==> config.mk <==
export PLATFORM = sky130hd
export DESIGN_NAME = dram_bist_ctrl
export DESIGN_NICKNAME = d
export VERILOG_FILES = /design/src/rtl/dram_bist_ctrl.sv
export SDC_FILE = /design/constraint.sdc
export NUM_CORES = 1
export LEC_CHECK = 0
export BUFFER_PORTS_ARGS = -buffer_cell sky130_fd_sc_hd__buf_2
export CORE_UTILIZATION = 40
export CTS_BUF_LIST = sky130_fd_sc_hd__clkbuf_8
export DETAILED_ROUTE_END_ITERATION = 7
export PLACE_DENSITY_LB_ADDON = 0.05
export SLEW_MARGIN = 20
export SYNTH_ARGS = -nofsm -noshare
export SYNTH_HDL_FRONTEND = slang
export SYNTH_SLANG_ARGS = --single-unit
==> constraint.sdc <==
create_clock -name clk -period 2.45 [get_ports clk]
set_input_delay 0.1225 -clock clk [delete_from_list [all_inputs] [get_ports clk]]
set_output_delay 0.1225 -clock clk [all_outputs]
set_load 0.005 [all_outputs]
==> src/rtl/dram_bist_ctrl.sv <==
// Two-pass march BIST sequencer for an array of RAM32X2S distributed-RAM slices.
// Writes pat(a,0), checks it, writes the complement, checks it, then reports results.
module dram_bist_ctrl #(
  parameter int NUM_SLICES = 4,
  parameter int ADDR_W     = 5
) (
  input  logic                    clk,
  input  logic                    rst,
  input  logic                    start,
  output logic [ADDR_W-1:0]       ram_addr,
  output logic [2*NUM_SLICES-1:0] ram_wdata,
  output logic                    ram_we,
  input  logic [2*NUM_SLICES-1:0] ram_rdata,
  output logic                    busy,
  output logic                    done,
  output logic                    pass,
  output logic [5:0]              err_count,
  output logic [ADDR_W-1:0]       first_err_addr,
  output logic                    first_err_pass
);

  localparam int DW = 2 * NUM_SLICES;
  localparam logic [ADDR_W-1:0] ADDR_LAST = {ADDR_W{1'b1}};
  localparam logic [5:0] ERR_MAX = 6'd63;

  typedef enum logic [2:0] {IDLE, WR0, RD0, WR1, RD1, DONE} state_t;
  state_t state;

  // Address bits repeated LSB-first across the word, optionally complemented.
  function automatic logic [DW-1:0] pat(input logic [ADDR_W-1:0] a, input logic p);
    logic [DW-1:0] r;
    for (int i = 0; i < DW; i++) r[i] = a[i % ADDR_W] ^ p;
    return r;
  endfunction

  logic                    rd_phase;
  logic                    rd_active;
  logic                    err_inc;
  logic [5:0]              err_next;
  logic [ADDR_W-1:0]       addr_inc;

  always_comb begin
    rd_phase  = (state == RD1);
    rd_active = (state == RD0) || (state == RD1);
    err_inc   = rd_active && (ram_rdata != pat(ram_addr, rd_phase));
    err_next  = (err_inc && err_count != ERR_MAX) ? err_count + 6'd1 : err_count;
    addr_inc  = ram_addr + {{(ADDR_W-1){1'b0}}, 1'b1};
  end

  always_ff @(posedge clk or posedge rst) begin
    if (rst) begin
      state          <= IDLE;
      ram_addr       <= '0;
      ram_wdata      <= '0;
      ram_we         <= 1'b0;
      busy           <= 1'b0;
      done           <= 1'b0;
      pass           <= 1'b0;
      err_count      <= '0;
      first_err_addr <= '0;
      first_err_pass <= 1'b0;
    end else begin
      case (state)
        IDLE, DONE: begin
          if (start) begin
            state          <= WR0;
            ram_addr       <= '0;
            ram_wdata      <= pat('0, 1'b0);
            ram_we         <= 1'b1;
            busy           <= 1'b1;
            done           <= 1'b0;
            pass           <= 1'b0;
            err_count      <= '0;
            first_err_addr <= '0;
            first_err_pass <= 1'b0;
          end
        end
        WR0, WR1: begin
          if (ram_addr == ADDR_LAST) begin
            // Dropping WE here guarantees no write during any read cycle.
            state    <= (state == WR0) ? RD0 : RD1;
            ram_addr <= '0;
            ram_we   <= 1'b0;
          end else begin
            ram_addr  <= addr_inc;
            ram_wdata <= pat(addr_inc, state == WR1);
          end
        end
        RD0, RD1: begin
          err_count <= err_next;
          // err_count never returns to zero once set, so it marks the first error.
          if (err_inc && err_count == 6'd0) begin
            first_err_addr <= ram_addr;
            first_err_pass <= rd_phase;
          end
          if (ram_addr == ADDR_LAST) begin
            ram_addr <= '0;
            if (state == RD0) begin
              state     <= WR1;
              ram_we    <= 1'b1;
              ram_wdata <= pat('0, 1'b1);
            end else begin
              state <= DONE;
              busy  <= 1'b0;
              done  <= 1'b1;
              pass  <= (err_next == 6'd0);
            end
          end else begin
            ram_addr <= addr_inc;
          end
        end
        default: begin
          state  <= IDLE;
          ram_we <= 1'b0;
          busy   <= 1'b0;
        end
      endcase
    end
  end

endmodule

# ---- After elaboration in Yosys (flattened, before gate mapping)
# Index checks and enable logic that the tools add are counted.
dict set report classes {
  n_reduce_logical 22
  addsub 2
  bitwise 11
  eq_ne 15
  mux 36
}
# cell count
set op_table {}
lappend op_table {{2-to-1 mux 8 bit} 4}
lappend op_table {{one-hot mux 8 bit (3 select lines)} 1}
lappend op_table {{one-hot mux 5 bit (2 select lines)} 2}
lappend op_table {{2-to-1 mux 3 bit} 5}
lappend op_table {{2-to-1 mux 5 bit} 3}
lappend op_table {{!= test 2 bit, second input constant} 7}
lappend op_table {{logical NOT 6 bit} 2}
lappend op_table {{2-to-1 mux 1 bit} 12}
lappend op_table {{2-to-1 mux 6 bit} 2}
lappend op_table {{one-hot mux 6 bit (2 select lines)} 1}
lappend op_table {{AND reduction 4 bit} 3}
lappend op_table {{bitwise XOR 1 bit} 10}
lappend op_table {{one-hot mux 3 bit (3 select lines)} 1}
lappend op_table {{!= test 8 bit} 1}
lappend op_table {{adder 6 x 1 -> 6 bit, second input constant} 1}
lappend op_table {{equality test 3 x 2 -> 1 bit, second input constant} 2}
lappend op_table {{equality test 3 bit, second input constant} 2}
lappend op_table {{!= test 6 bit, second input constant} 1}
lappend op_table {{one-hot mux 1 bit (2 select lines)} 3}
lappend op_table {{one-hot mux 1 bit (3 select lines)} 2}
lappend op_table {{AND reduction 3 bit} 2}
lappend op_table {{OR reduction 2 bit} 3}
lappend op_table {{adder 5 x 1 -> 5 bit, second input constant} 1}
lappend op_table {{equality test 5 bit, second input constant} 1}
lappend op_table {{other kinds (10)} 14}
dict set report word_totals {
  out_inout_bits 29
  reg_bits 32
  inputBits 11
  word_cells 96
}

# ---- Depth between registers and ports, before layout
dict set report depth {
  word_depth 10
  ltp_mapped 9
}

# ---- Worst setup path before layout
# Ideal clock, no wire load.
dict set report synth_timing {
  path_kind {reg2reg}
  start {reg ram_addr[3]}
  end {reg pass}
  arrival_ns 1.958
  setup_slack_ns 0.361
  n_path_buf 0
  period_less_slack_ns 2.089
  setup_time_ns 0.130
  path_stages_with_launch 8
  t_required_ns 2.320
  path_cell_list {dfrtp_1 -> xor2_1 -> or3_1 -> o221ai_1 -> a31oi_4 -> mux2_1 -> o311ai_1 -> o31ai_2}
}
dict set report synth_between {
  elab_chain_cells 9
  elab_cells_between_ends 12
}
# element line
set synth_rtl {}
lappend synth_rtl {{start, declared} 10} ;# output logic [ADDR_W-1:0] ram_addr,
lappend synth_rtl {{start signal, assigned} 85} ;# ram_addr <= addr_inc;
lappend synth_rtl {{start signal, assigned} 109} ;# ram_addr <= addr_inc;
lappend synth_rtl {{bitwise XOR 1 bit} 32} ;# for (int i = 0; i < DW; i++) r[i] = a[i % ADDR_W] ^ p;
lappend synth_rtl {{!= test 8 bit} 45} ;# err_inc = rd_active && (ram_rdata != pat(ram_addr, rd_phase));
lappend synth_rtl {{logical AND 1 bit} 45}
lappend synth_rtl {{logical AND 1 bit} 46} ;# err_next = (err_inc && err_count != ERR_MAX) ? err_count + 6'd1 : err_count;
lappend synth_rtl {{2-to-1 mux 6 bit} 46}
lappend synth_rtl {{logical NOT 6 bit} 106} ;# pass <= (err_next == 6'd0);
lappend synth_rtl {{2-to-1 mux 1 bit} 98} ;# if (state == RD0) begin
lappend synth_rtl {{2-to-1 mux 1 bit} 96} ;# if (ram_addr == ADDR_LAST) begin
lappend synth_rtl {{one-hot mux 1 bit (2 select lines)} 63} ;# case (state)
lappend synth_rtl {{end signal, assigned} 106}
lappend synth_rtl {{end, declared} 16} ;# output logic pass,
# Several ways; a longest one is shown, not always the timed one. The select of a mux whose other input is x is not followed.
# A chain may end at the register's enable or synchronous reset.

# ---- Worst setup path in the final report
# Ends and elaborated chain as after synthesis.

==> out/summary.log <==
qor: status.status finished, final reports clean
qor: sta.totalNegativeSetupSlack 0 ns
qor: final_layout.layout.nets 279
qor: cts.clock_sinks 29
qor: sta.maxClockFrequency 444.2 MHz
qor: grt.grt_first_pass_wirelength 7852 um
qor: power_and_ir_drop.powerDensity 1086 nW/um^2
qor: power_and_ir_drop.power.ir.vdd_worst 0.4885 mV
qor: power_and_ir_drop.static_leakage_power 0.001074 uW
qor: sta.grt_setup_unrepaired no
qor: routing.drt-vias-per-instance 5.454
qor: cts.numCtsBuffers 5
qor: critical_path.cp.required 2.61 ns
qor: power_and_ir_drop.p_int 1472 uW
qor: routing.postRouteWirelength 4574 um
qor: critical_path.worst_path_largest_cell_delay 0.46 ns
qor: logic_synthesis.syn-num-nets 234
qor: cts.clock_h_tree_levels 2
qor: logic_synthesis.yosys_cell_types 49
qor: cts.max-clock-path-buffers 2
qor: final_layout.syn2layout_area_growth 20.28%
qor: logic_synthesis.synth_common_cells 29 x dfrtp_1, 26 x nor2_1, 24 x o21ai_0
qor: worst_hold_path.min_path_cells 3
qor: placement.dp_hpwl 3343 um
qor: sta.fin_crit_sh 0.9188
qor: grt.globalRouteOverflowTotal 0
qor: floorplan.boundaryPins 40
qor: cts.cts_repair_resize_count 0
qor: power_and_ir_drop.seq_power_share 0.315
qor: cts.clk-insertion-delay-late 0.28 ns
qor: sta.worst-slew-pin-transition 0.4110 ns
qor: floorplan.core_region_area 4474 um^2
qor: logic_synthesis.post_synth.cell_area_avg 8.678 um^2
qor: grt.grt_max_degree 30
qor: floorplan.num_rows 24
qor: sta.timing.final.max_slew_violations 0
qor: logic_synthesis.postSynth.topFlopCell dfrtp_1
qor: floorplan.die_h 70.93 um
qor: logic_synthesis.synth_top_area_frac 0.3818
qor: critical_path.worst_reg_to_reg_cells 7
qor: sta.finalWorstPathRequiredPeriod 2.251 ns
qor: logic_synthesis.seq_area_frac_synth 0.3818
qor: sta.setup-violations-final 0
qor: critical_path.critical_path_arrival 2.41 ns
qor: critical_path.worstSetupStartpointType register
qor: sta.worst_slew_margin_rel 0.7260
qor: cts.clk_transition_reported_paths 0.06 ns
qor: critical_path.critPathSlowestCell dfrtp_1
qor: logic_synthesis.number_of_register_bits_inferred_by_synthesis 29
qor: grt.antenna_violations_before_repair 0
qor: logic_synthesis.syn_inst 219
qor: sta.hold_viol 0
qor: routing.first_pass_iteration_count_of_the_detailed_router 7
qor: cts.clk_root_buffer_cell clkbuf_8
qor: critical_path.crit_path_cells xor2_1 -> or3_1 -> o221ai_1 -> a31oi_4 -> mux2_1 -> o311ai_1 -> o31ai_2
qor: worst_hold_path.worst_hold_path_type in2reg
qor: logic_synthesis.synth.most_common_cell dfrtp_1
qor: logic_synthesis.synth-warning-count 0
qor: logic_synthesis.count_of_flip_flops_with_a_built_in_enable_after_synthesis 0
qor: floorplan.floorplan.die.width 70.93 um
qor: grt.grt_use_total 0.2010
qor: critical_path.timing_worst_setup_path_type reg2reg
qor: power_and_ir_drop.total_switching_power 1012 uW
qor: power_and_ir_drop.power.total 2484 uW
qor: power_and_ir_drop.sw_frac 0.4075
qor: routing.drt.antenna.violating_nets 0
qor: routing.wl_per_cell 14.43 um
qor: logic_synthesis.netlist_top_cells_area dfrtp_1 38%, o21ai_0 6.3%, nor2_1 5.1%
qor: routing.routed-via-count 1729
qor: placement.finalWeightedCongestion 0.7807
qor: final_layout.num_antenna_cells 0
qor: grt.vias_in_the_first_global_route 1651
qor: critical_path.timing.critical_path.fanout_max 7
qor: routing.drt_drc_violations_left 0
qor: routing.drt_iter0_markers 115
qor: cts.postCtsHoldBufs 1
qor: placement.placement.io_buffers 39
qor: power_and_ir_drop.pwr-share-clk 0.177
qor: critical_path.end_kind register
qor: sta.clock_tree_skew_after_final_layout 0.003830 ns
qor: cts.cts_tree done
qor: job.cap_viol_max_count 0
qor: power_and_ir_drop.power.share.combinational 0.508
qor: floorplan.die_area 5031 um^2
qor: logic_synthesis.post_synth_instance_area 1901 um^2
qor: cts.post-cts-setup-buffer-count 0
qor: logic_synthesis.postSynth.asyncResetShare 1.000
qor: final_layout.layout-drive-gt1-share 0.2679
qor: logic_synthesis.post-synth-top-area-cell dfrtp_1
qor: floorplan.initial_utilization 0.4248
final cells by class:
class                           count  area [um^2]
Clock buffer                        7        96.34
Clock inverter                      1        5.005
Fill cell                         443         2188
Inverter                           12        45.04
Multi-Input combinational cell    165         1061
Sequential cell                    29        725.7
Tap cell                           52        65.06
Timing Repair Buffer               51        287.8
critical path: cells and delay by family, from the launching register on:
family	cells	cell delay [ns]
xor gates and xnor gates	1	0.21
DFF	1	0.46
and+or+nand+nor	1	0.38
AOI/OAI and AO/OA	4	0.74
muxes	1	0.34
state kept, by name, summed over array words and instances, names as in the netlist:
name            flops
busy                1
done                1
err_count           6
first_err_addr      5
first_err_pass      1
pass                1
ram_addr            5
ram_wdata           5
ram_we              1
state               3
power by group through the flow:
| stage | Sequential (uW) | Clock [uW] | Combinational [uW] |
|---|---|---|---|
| detailed placement | 791 | 0 | 1260 |
| global route | 805 | 474 | 1420 |
| finish | 783 | 440 | 1260 |
| global placement | 787 | 0 | 1270 |
| CTS | 782 | 460 | 1270 |
| floorplan | 801 | 0 | 834 |
per-layer routing:
metal | part of all wire | GRT usage
met1 | 0.50 | 0.2884
met2 | 0.46 | 0.3013
met3 | 0.037 | 0.04416
met4 | 0.0081 | 0.06667
met5 | 0 | 0
through the flow:
stage | setup WS, ns | util | instance area (um^2) | instances | hold slack, ns
2_1_floorplan | 0.3613 | - | 1901 | 219 | 0.2006
4_1_cts | 0.2001 | 0.5109 | 2286 | 317 | 0.2739
5_1_grt | 0.01516 | 0.5109 | 2286 | 317 | 0.2974
3_3_place_gp | 0.2543 | 0.4860 | 2175 | 308 | 0.2181
6_report | 0.1989 | 0.5109 | 2286 | 317 | 0.2896
3_5_place_dp | 0.2004 | 0.4860 | 2175 | 308 | 0.2203
cell usage in the layout (no fill, tap or decap), drive strengths merged, types with 3 or more instances in the layout:
master	instances
nor3	4
nand4	3
ha	4
a22o	5
nor3b	4
nor2	26
xor2	5
inv	12
and3	3
a31oi	3
nand2	20
buf	50
dfrtp	29
mux2	5
o21ai	25
a21oi	12
mux2i	8
clkbuf	7
nand3	4
o22ai	4
path summary, 6_finish.rpt:
path,to,slack (ns),from
worst max register to register,pass,0.20,ram_addr[3]
worst min register to register,first_err_addr[0],0.50,first_err_addr[0]
worst min-delay path,state[2],0.29,start
max in group asynchronous,err_count[4],1.72,rst
min in group asynchronous,done,0.45,rst
worst max-delay path,pass,0.20,ram_addr[3]
kinds of logic (layout without fill, tap and decap cells):
group           count (synthesis)  in the layout  share of synthesized area
xor+xnor                        6              6                    0.02765
flops                          29             29                     0.3818
fa+ha+maj                       4              4                    0.02633
simple gates                   75             75                     0.1949
compound gates                 67             67                     0.2377
mux                            13             13                    0.07176
buf+inv                        25             71                    0.05991
Note: power is estimated with default switching activity, not from simulation.
